`config.mk`:
```
export PLATFORM = sky130hd
export DESIGN_NAME = alu_stream_responder
export DESIGN_NICKNAME = d
export VERILOG_FILES = /design/src/rtl/alu_stream_responder.sv
export SDC_FILE = /design/constraint.sdc
export NUM_CORES = 1
export LEC_CHECK = 0
export CORE_MARGIN = 2
export CORE_UTILIZATION = 62
export CTS_BUF_LIST = sky130_fd_sc_hd__clkbuf_4 sky130_fd_sc_hd__clkbuf_8 sky130_fd_sc_hd__clkbuf_16
export DETAILED_ROUTE_END_ITERATION = 10
export GPL_ROUTABILITY_DRIVEN = 0
export PLACE_DENSITY = 0.93
export RECOVER_POWER = 25
export SETUP_SLACK_MARGIN = 0.4
export SYNTH_ARGS = -nofsm -noshare
export SYNTH_HDL_FRONTEND = slang
export SYNTH_SLANG_ARGS = --single-unit
```
`constraint.sdc`:
```
create_clock -name clk -period 6.4 [get_ports clk]
set_clock_uncertainty 0.05 [all_clocks]
set_input_delay 0.64 -clock clk [delete_from_list [all_inputs] [get_ports clk]]
set_output_delay 0.64 -clock clk [all_outputs]
set_load 0.05 [all_outputs]
```
`src/rtl/alu_stream_responder.sv`:
```
// ---------------------------------------------------------------------------
// alu_stream_responder
//
// Purpose:
//   Accepts ALU requests (operand A, operand B, 3-bit opcode) on a
//   valid/ready channel, computes the result on the accepting edge and
//   queues it in a DEPTH-entry FIFO. Results are returned in strict order
//   on a second valid/ready channel.
//
// Ports:
//   clk         in   rising-edge clock
//   rst         in   asynchronous, active-high reset
//   req_valid   in   request present
//   req_ready   out  request can be accepted (registered, count based)
//   req_a       in   operand A [WIDTH]
//   req_b       in   operand B [WIDTH]
//   req_opcode  in   operation select [3]
//   rsp_valid   out  result present at FIFO head
//   rsp_ready   in   consumer takes the head result this cycle
//   rsp_result  out  head result [WIDTH]
//   rsp_count   out  FIFO occupancy [$clog2(DEPTH)+1]
//   rsp_flags   out  head status flags {ovf, neg, carry, zero}
//                    (only when ALU_STATUS_EN is defined)
//
// Optional feature macro: ALU_STATUS_EN
// ---------------------------------------------------------------------------
module alu_stream_responder #(
  parameter int WIDTH = 8,
  parameter int DEPTH = 4
) (
  input  logic                   clk,
  input  logic                   rst,
  input  logic                   req_valid,
  output logic                   req_ready,
  input  logic [WIDTH-1:0]       req_a,
  input  logic [WIDTH-1:0]       req_b,
  input  logic [2:0]             req_opcode,
  output logic                   rsp_valid,
  input  logic                   rsp_ready,
  output logic [WIDTH-1:0]       rsp_result,
  output logic [$clog2(DEPTH):0] rsp_count
`ifdef ALU_STATUS_EN
  ,
  output logic [3:0]             rsp_flags
`endif
);

  localparam int AW  = $clog2(DEPTH);
  localparam int SHW = $clog2(WIDTH);
  localparam logic [AW:0]   FULL_CNT = (AW+1)'(DEPTH);
  localparam logic [AW:0]   CNT_ONE  = (AW+1)'(1);
  localparam logic [AW-1:0] PTR_ONE  = AW'(1);

  // ALU datapath; shift amount uses only the low log2(WIDTH) bits of B.
  function automatic logic [WIDTH-1:0] f_alu(input logic [WIDTH-1:0] a,
                                             input logic [WIDTH-1:0] b,
                                             input logic [2:0]       op);
    logic [SHW-1:0]   sh;
    logic [WIDTH-1:0] res;
    sh = b[SHW-1:0];
    case (op)
      3'b000:  res = a + b;
      3'b001:  res = a - b;
      3'b010:  res = a & b;
      3'b011:  res = a | b;
      3'b100:  res = a ^ b;
      3'b101:  res = a << sh;
      3'b110:  res = a >> sh;
      3'b111:  res = a;
      default: res = a;
    endcase
    return res;
  endfunction

`ifdef ALU_STATUS_EN
  // Status flags {overflow, negative, carry/borrow, zero} for one result.
  function automatic logic [3:0] f_flags(input logic [WIDTH-1:0] a,
                                         input logic [WIDTH-1:0] b,
                                         input logic [2:0]       op,
                                         input logic [WIDTH-1:0] res);
    logic [WIDTH:0] sum;
    logic [WIDTH:0] shl;
    logic           carry;
    logic           ovf;
    sum   = {1'b0, a} + {1'b0, b};
    // Widened shift keeps the last bit shifted out in the top position.
    shl   = {1'b0, a} << b[SHW-1:0];
    carry = 1'b0;
    ovf   = 1'b0;
    case (op)
      3'b000: begin
        carry = sum[WIDTH];
        ovf   = (a[WIDTH-1] == b[WIDTH-1]) && (res[WIDTH-1] != a[WIDTH-1]);
      end
      3'b001: begin
        carry = (a < b);
        ovf   = (a[WIDTH-1] != b[WIDTH-1]) && (res[WIDTH-1] != a[WIDTH-1]);
      end
      3'b101: begin
        carry = shl[WIDTH];
        ovf   = 1'b0;
      end
      default: begin
        carry = 1'b0;
        ovf   = 1'b0;
      end
    endcase
    return {ovf, res[WIDTH-1], carry, (res == {WIDTH{1'b0}})};
  endfunction
`endif

  logic [WIDTH-1:0] r_mem [DEPTH];
  logic [AW-1:0]    r_wptr;
  logic [AW-1:0]    r_rptr;
  logic [AW:0]      r_count;
  logic             r_req_ready;
  logic             r_rsp_valid;
  logic [WIDTH-1:0] r_rsp_result;

  logic             w_push;
  logic             w_pop;
  logic [WIDTH-1:0] w_alu;
  logic [AW-1:0]    w_wptr_nxt;
  logic [AW-1:0]    w_rptr_nxt;
  logic [AW:0]      w_count_nxt;
  logic [WIDTH-1:0] w_head_nxt;
  logic             w_bypass;

`ifdef ALU_STATUS_EN
  logic [3:0] r_flag_mem [DEPTH];
  logic [3:0] r_rsp_flags;
  logic [3:0] w_flags;
  logic [3:0] w_head_flags_nxt;
`endif

  // Handshakes and next-state for pointers, count and head register.
  always_comb begin
    w_push      = req_valid && r_req_ready;
    w_pop       = r_rsp_valid && rsp_ready;
    w_alu       = f_alu(req_a, req_b, req_opcode);
    w_wptr_nxt  = r_wptr;
    w_rptr_nxt  = r_rptr;
    w_count_nxt = r_count;
    w_head_nxt  = {WIDTH{1'b0}};
    if (w_push) begin
      w_wptr_nxt = r_wptr + PTR_ONE;
    end else begin
      w_wptr_nxt = r_wptr;
    end
    if (w_pop) begin
      w_rptr_nxt = r_rptr + PTR_ONE;
    end else begin
      w_rptr_nxt = r_rptr;
    end
    case ({w_push, w_pop})
      2'b10:   w_count_nxt = r_count + CNT_ONE;
      2'b01:   w_count_nxt = r_count - CNT_ONE;
      default: w_count_nxt = r_count;
    endcase
    // New entry becomes the head when it lands where the read pointer goes.
    w_bypass = w_push && (r_wptr == w_rptr_nxt);
    if (w_count_nxt == {(AW+1){1'b0}}) begin
      w_head_nxt = {WIDTH{1'b0}};
    end else if (w_bypass) begin
      w_head_nxt = w_alu;
    end else begin
      w_head_nxt = r_mem[w_rptr_nxt];
    end
  end

`ifdef ALU_STATUS_EN
  // Flag computation and head-flag selection, mirroring the result path.
  always_comb begin
    w_flags          = f_flags(req_a, req_b, req_opcode, w_alu);
    w_head_flags_nxt = 4'b0000;
    if (w_count_nxt == {(AW+1){1'b0}}) begin
      w_head_flags_nxt = 4'b0000;
    end else if (w_bypass) begin
      w_head_flags_nxt = w_flags;
    end else begin
      w_head_flags_nxt = r_flag_mem[w_rptr_nxt];
    end
  end

  // Flag storage (contents need no reset) and registered head flags.
  always_ff @(posedge clk) begin
    if (w_push) begin
      r_flag_mem[r_wptr] <= w_flags;
    end
  end

  // Registered head flags, cleared by reset.
  always_ff @(posedge clk or posedge rst) begin
    if (rst) begin
      r_rsp_flags <= 4'b0000;
    end else begin
      r_rsp_flags <= w_head_flags_nxt;
    end
  end

  assign rsp_flags = r_rsp_flags;
`endif

  // Result storage; contents are don't-care after reset.
  always_ff @(posedge clk) begin
    if (w_push) begin
      r_mem[r_wptr] <= w_alu;
    end
  end

  // Pointers, occupancy and registered channel outputs.
  always_ff @(posedge clk or posedge rst) begin
    if (rst) begin
      r_wptr       <= {AW{1'b0}};
      r_rptr       <= {AW{1'b0}};
      r_count      <= {(AW+1){1'b0}};
      r_req_ready  <= 1'b0;
      r_rsp_valid  <= 1'b0;
      r_rsp_result <= {WIDTH{1'b0}};
    end else begin
      r_wptr       <= w_wptr_nxt;
      r_rptr       <= w_rptr_nxt;
      r_count      <= w_count_nxt;
      r_req_ready  <= (w_count_nxt < FULL_CNT);
      r_rsp_valid  <= (w_count_nxt != {(AW+1){1'b0}});
      r_rsp_result <= w_head_nxt;
    end
  end

  assign req_ready  = r_req_ready;
  assign rsp_valid  = r_rsp_valid;
  assign rsp_result = r_rsp_result;
  assign rsp_count  = r_count;

endmodule

```
== After elaboration in Yosys (flattened, before gate mapping) ==
Memories as Yosys holds them, arrays and structs flattened.
Index checks and enable logic that the tools add are counted.
Widths: inputs -> output; s select.

* Register bits: 17
* Word-level logic and storage cells: 42
* Input port bits: 23
* Memories kept: 1
* RAM bits: 32
* Output and inout bits: 13

* $lt $le $gt $ge: 1
* Bitwise operators: 3
* Equality and inequality tests: 10
* Add/sub/neg operators: 6
* Shift-type cells: 2
* Reduce and logical (&&, ||, !) cells: 6
* Mux-type cells: 7

{| class="wikitable"
|+ Memories
! name !! words !! width !! rd ports !! clocked after Yosys merged registers in !! wr ports !! line !! text
|-
| r_mem || 4 || 8 || 1 || 0 || 1 || 112 || <nowiki>logic [WIDTH-1:0] r_mem [DEPTH];</nowiki>
|}

{| class="wikitable"
|+ Operators with widths
! kind !! count
|-
| $pmux 8 s8 || 1
|-
| $mux 8 || 2
|-
| $eq 3x3->1 const B || 4
|-
| $add 8x8->8 || 1
|-
| $and 8x8->8 || 1
|-
| $or 8x8->8 || 1
|-
| $shl 8x3->8 || 1
|-
| $shr 8x3->8 || 1
|-
| $sub 8x8->8 || 1
|-
| $xor 8x8->8 || 1
|-
| $eq 3x2->1 const B || 2
|-
| $logic_not 3->1 || 2
|-
| $pmux 3 s2 || 1
|-
| $add 2x1->2 const B || 2
|-
| $add 3x1->3 const B || 1
|-
| $eq 3x1->1 const B || 1
|-
| $logic_and 1x1->1 || 3
|-
| $lt 3x3->1 const B || 1
|-
| $reduce_bool 3->1 || 1
|-
| $sub 3x1->3 const B || 1
|-
| $eq 2x1->1 const B || 1
|-
| $eq 2x2->1 || 1
|-
| $eq 2x2->1 const B || 1
|-
| $mux 1 || 2
|-
| $mux 2 || 1
|}

== Depth between registers and ports, before layout ==
* Depth after elaboration: 6
* Mapped depth: 14
* Mapped depth without buffers: 12

== Worst setup path before layout ==
Ideal clock, no wire load.

* Path kind: input-to-reg
* Start: input port req_b[1]
* End: register r_rsp_result[5] (netlist: rsp_result[5])
* Setup slack: 3.317 ns
* Arrival: 2.912 ns
* Cell stages on the path: 14
* Path buffers: 2
* Library setup time: 0.121 ns
* Cell sequence: buf_6 -> buf_4 -> inv_2 -> ha_1 -> nand2_1 -> o21ai_1 -> xnor2_1 -> ha_1 -> and3_1 -> a21oi_1 -> nand3b_1 -> xor2_1 -> a211o_1 -> a22o_1

* Word-level cells in the longest chain between the ends: 4
* Elaborated cells on any way between the ends: 7
* Those cells by class: 2 x add/sub; 2 x shift; 3 x mux

{| class="wikitable"
|+ RTL lines
! what !! line !! text
|-
| start: declaration || 36 || <nowiki>input logic [WIDTH-1:0] req_b,</nowiki>
|-
| $sub 8x8->8, or another cell as far along || 63 || <nowiki>3'b001: res = a - b;</nowiki>
|-
| $pmux 8 s8 * || 61 || <nowiki>case (op)</nowiki>
|-
| named net w_alu[5] || 122 || <nowiki>logic [WIDTH-1:0] w_alu;</nowiki>
|-
| $mux 8 * || 164 || <nowiki>end else if (w_bypass) begin</nowiki>
|-
| $mux 8 * || 162 || <nowiki>if (w_count_nxt == {(AW+1){1'b0}}) begin</nowiki>
|-
| named net w_head_nxt[5] || 126 || <nowiki>logic [WIDTH-1:0] w_head_nxt;</nowiki>
|-
| end signal: assignment || 219 || <nowiki>r_rsp_result <= {WIDTH{1'b0}};</nowiki>
|-
| end signal: assignment || 226 || <nowiki>r_rsp_result <= w_head_nxt;</nowiki>
|-
| end: declaration || 118 || <nowiki>logic [WIDTH-1:0] r_rsp_result;</nowiki>
|}

The timed path passes the listed nets; every way through them passes the cells marked *.
A chain may end at the register's enable or synchronous reset.

== Worst setup path after layout ==
* Start: input port req_b[0]
* End: register r_rsp_result[5] (netlist: rsp_result[5])

Same word-level chain as after synthesis.

==> reports/results.ini <==
[outcome]
status=finished clean

[routing]
vias_per_cell=6.54
drtIter0Drc=205
drtPass1Iterations=5
dr_total_vias=2826
wl_per_cell_um=19.4
wl_mm=8.38
route.detailed.drc=0
ant_nets=0

[yosys]
ys_seq_area_share_pct=38.3
synthArstFlopShare_pct=34.7
yosys.area.top_type=edfxtp_1
synth.distinct_cells=59
yosysTopAreaCellShare_pct=26.5
synth_ff_type=edfxtp_1
ys_ff_latch=49
yosys_warnings=0
syn_inst=330
synth_area_leaders=edfxtp_1 27%, dfrtp_1 12%, ha_1 10%
syn_area_um2=3620
synth.most_common_cell=edfxtp_1
synth.avg_cell_area_um2=11.0
syn_nets=385
yosys-top-cells-count=32 x edfxtp_1, 30 x ha_1, 27 x inv_1
synth-edff-count=32

[timing]
max_freq_mhz=248
period_share_pct=63.0
hold_violations=0
period_minus_slack_ns=4.03
rsz0062_at_grt=no
drv_slew=0
tns_ns=0
tightest_slew_ns=0.985
maxSlewHeadroom_pct=34.1
finalSetupViolCount=0
holdWs_ns=0.504
layout_setup_ws_ns=2.37

[grt]
gr-usage-all-layers_pct=27.8
grt_pass1_wl_mm=13.7
grt_max_degree=27
grt_pass1_vias=2777
antenna_found_initial=0
overflow=0

[floorplanning]
ios=36
die-area_um2=6470
initial_utilization_pct=65.0
die_h_um=80.4
row_count=27
dieWidth_um=80.4
core_um2=5570

[pwr]
p_leak_nw=1.62
swShare_pct=43.2
pwr-share-clk_pct=13.0
ir_worst_vdd_uv=317
cellPowerDensity_nw_per_um2=352
p_comb_share_pct=52.4
p_seq_share_pct=34.6
intPower_w=0.000815
p_total_w=0.00143
p_sw_w=0.000620

[hold_path]
min_from=rsp_count[0]
worst_hold_path_type=reg2reg

[setup_path]
cpPeakStageDelay_ns=1.12
arrival_ns=4.18
crit-reg2reg-launch=rsp_valid
critPathLaunchType=input pin
critPathMostFrequentCell=ha_1
crit_fanout=20
worst_ep_required_time_ns=6.55
critPathKind=in2reg
critical_path.cell_chain=clkdlybuf4s50_1, inv_1, ha_1, nand2_1, o21ai_1, xnor2_1, ha_1, and3_1, a21oi_1, nand3b_1, xor2_1, a211o_1, a22o_1
slowest_stage=clkdlybuf4s50_1
cp-end-kind=flip-flop
crit_start=req_b[0]

[placement]
dp_slack_ns=2.07
place_hpwl_mm=6.25
port_buffers=35

[clocking]
cts_buffers=5
cts_setup_buffers=0
cts_resized=0
clockBufferDepth=2
clkSinkCount=49
cts_hold_buffers=0
clock_latency_ns=0.31
clk_pin_slew_ns=0.09
cts_root_buf=clkbuf_8
cts_max_level=2
tritoncts=done

[flow_run]
drv_cap=0

[cells_and_area]
fillCellCount=379
diodes=0
drive_gt1_share_pct=9.44
final_nets=414
area_delta_synth_final_pct=12.4
fin_util_pct=73.0

[sequential cells by signal, summed over array words and instances, names as in the netlist]
name	count
r_mem	32
rsp_result	8
rsp_count	3
r_rptr	2
r_wptr	2
req_ready	1
rsp_valid	1
[per-layer routing]
metal | wire, um | vias to the layer above | track usage [%]
li1 | - | 1288 | -
met4 | 321 | 0 | 13.1
met3 | 656 | 26 | 3.93
met2 | 4170 | 174 | 47.1
met1 | 3230 | 1338 | 34.9
met5 | 0 | - | 0
[worst paths after layout]
check | to | cells after the start | slack (ns)
min in group asynchronous | rsp_result[1] | 2 | 0.80
setup reg to reg | rsp_result[7] | 10 | 3.41
setup / recovery | rsp_result[5] | 13 | 2.37
max in group asynchronous | r_rptr[1] | 2 | 5.07
hold / removal | rsp_count[0] | 1 | 0.50
hold reg to reg | rsp_count[0] | 1 | 0.50
[power by group through the flow]
stage	clock network (W)	registers [W]	logic, W
2_1_floorplan	0	0.000622	0.000407
3_3_place_gp	0	0.000495	0.000713
3_5_place_dp	0	0.000503	0.000747
4_1_cts	0.000187	0.000496	0.000751
5_1_grt	0.000195	0.000506	0.000805
6_report	0.000186	0.000497	0.000752
[placed cells by master (no fill, tap or decap), drive strengths merged, types with 3 or more instances in the layout]
cell type / n
inv: 31
clkdlybuf4s50: 33
a211oi: 4
ha: 30
o21ai: 13
xnor2: 12
nand2: 12
o31ai: 3
and3: 6
a221oi: 3
xor2: 7
o211ai: 5
a22o: 9
nor3: 5
dfrtp: 17
nand2b: 4
mux2i: 14
mux4: 13
a21oi: 17
a31oi: 4
nor2: 26
nand3b: 3
nor2b: 7
o21a: 3
clkbuf: 5
a211o: 3
edfxtp: 32
nand3: 8
[worst max-delay path: cells and delay by family]
| family | cells | cell delay [ns] |
|---|---|---|
| compound gates | 4 | 0.82 |
| xor+xnor | 2 | 0.35 |
| fa+ha+maj | 2 | 0.61 |
| buf+inv | 2 | 1.37 |
| simple gates | 3 | 0.38 |
[cell families after synthesis]
logic type               synth area share (%)
AO/OA/AOI/OAI                            16.2
flip-flops                               38.3
XOR/XNOR                                 4.59
AND/OR/NAND/NOR                          11.4
adder cells (fa/ha/maj)                  11.5
buffers and inverters                    5.46
multiplexers                             12.6
[through the flow]
| stage | instances | area, um2 |
|---|---|---|
| 6_report | 432 | 4070 |
| 5_1_grt | 432 | 4070 |
| 4_1_cts | 432 | 4070 |
| 3_5_place_dp | 424 | 3980 |
| 3_3_place_gp | 424 | 3980 |
| 2_1_floorplan | 330 | 3620 |
[final cells by class]
cell class	count	area [um2]	share of cell area (%)
clock buffer	5	68.8	1.69
clock inverter	3	25.0	0.615
inverter	30	113	2.77
multi-input combinational	238	2040	50.1
sequential	49	1390	34.1
tap	72	90.1	2.21
timing repair buffer	35	350	8.60
(Power assumes the default switching activity.)
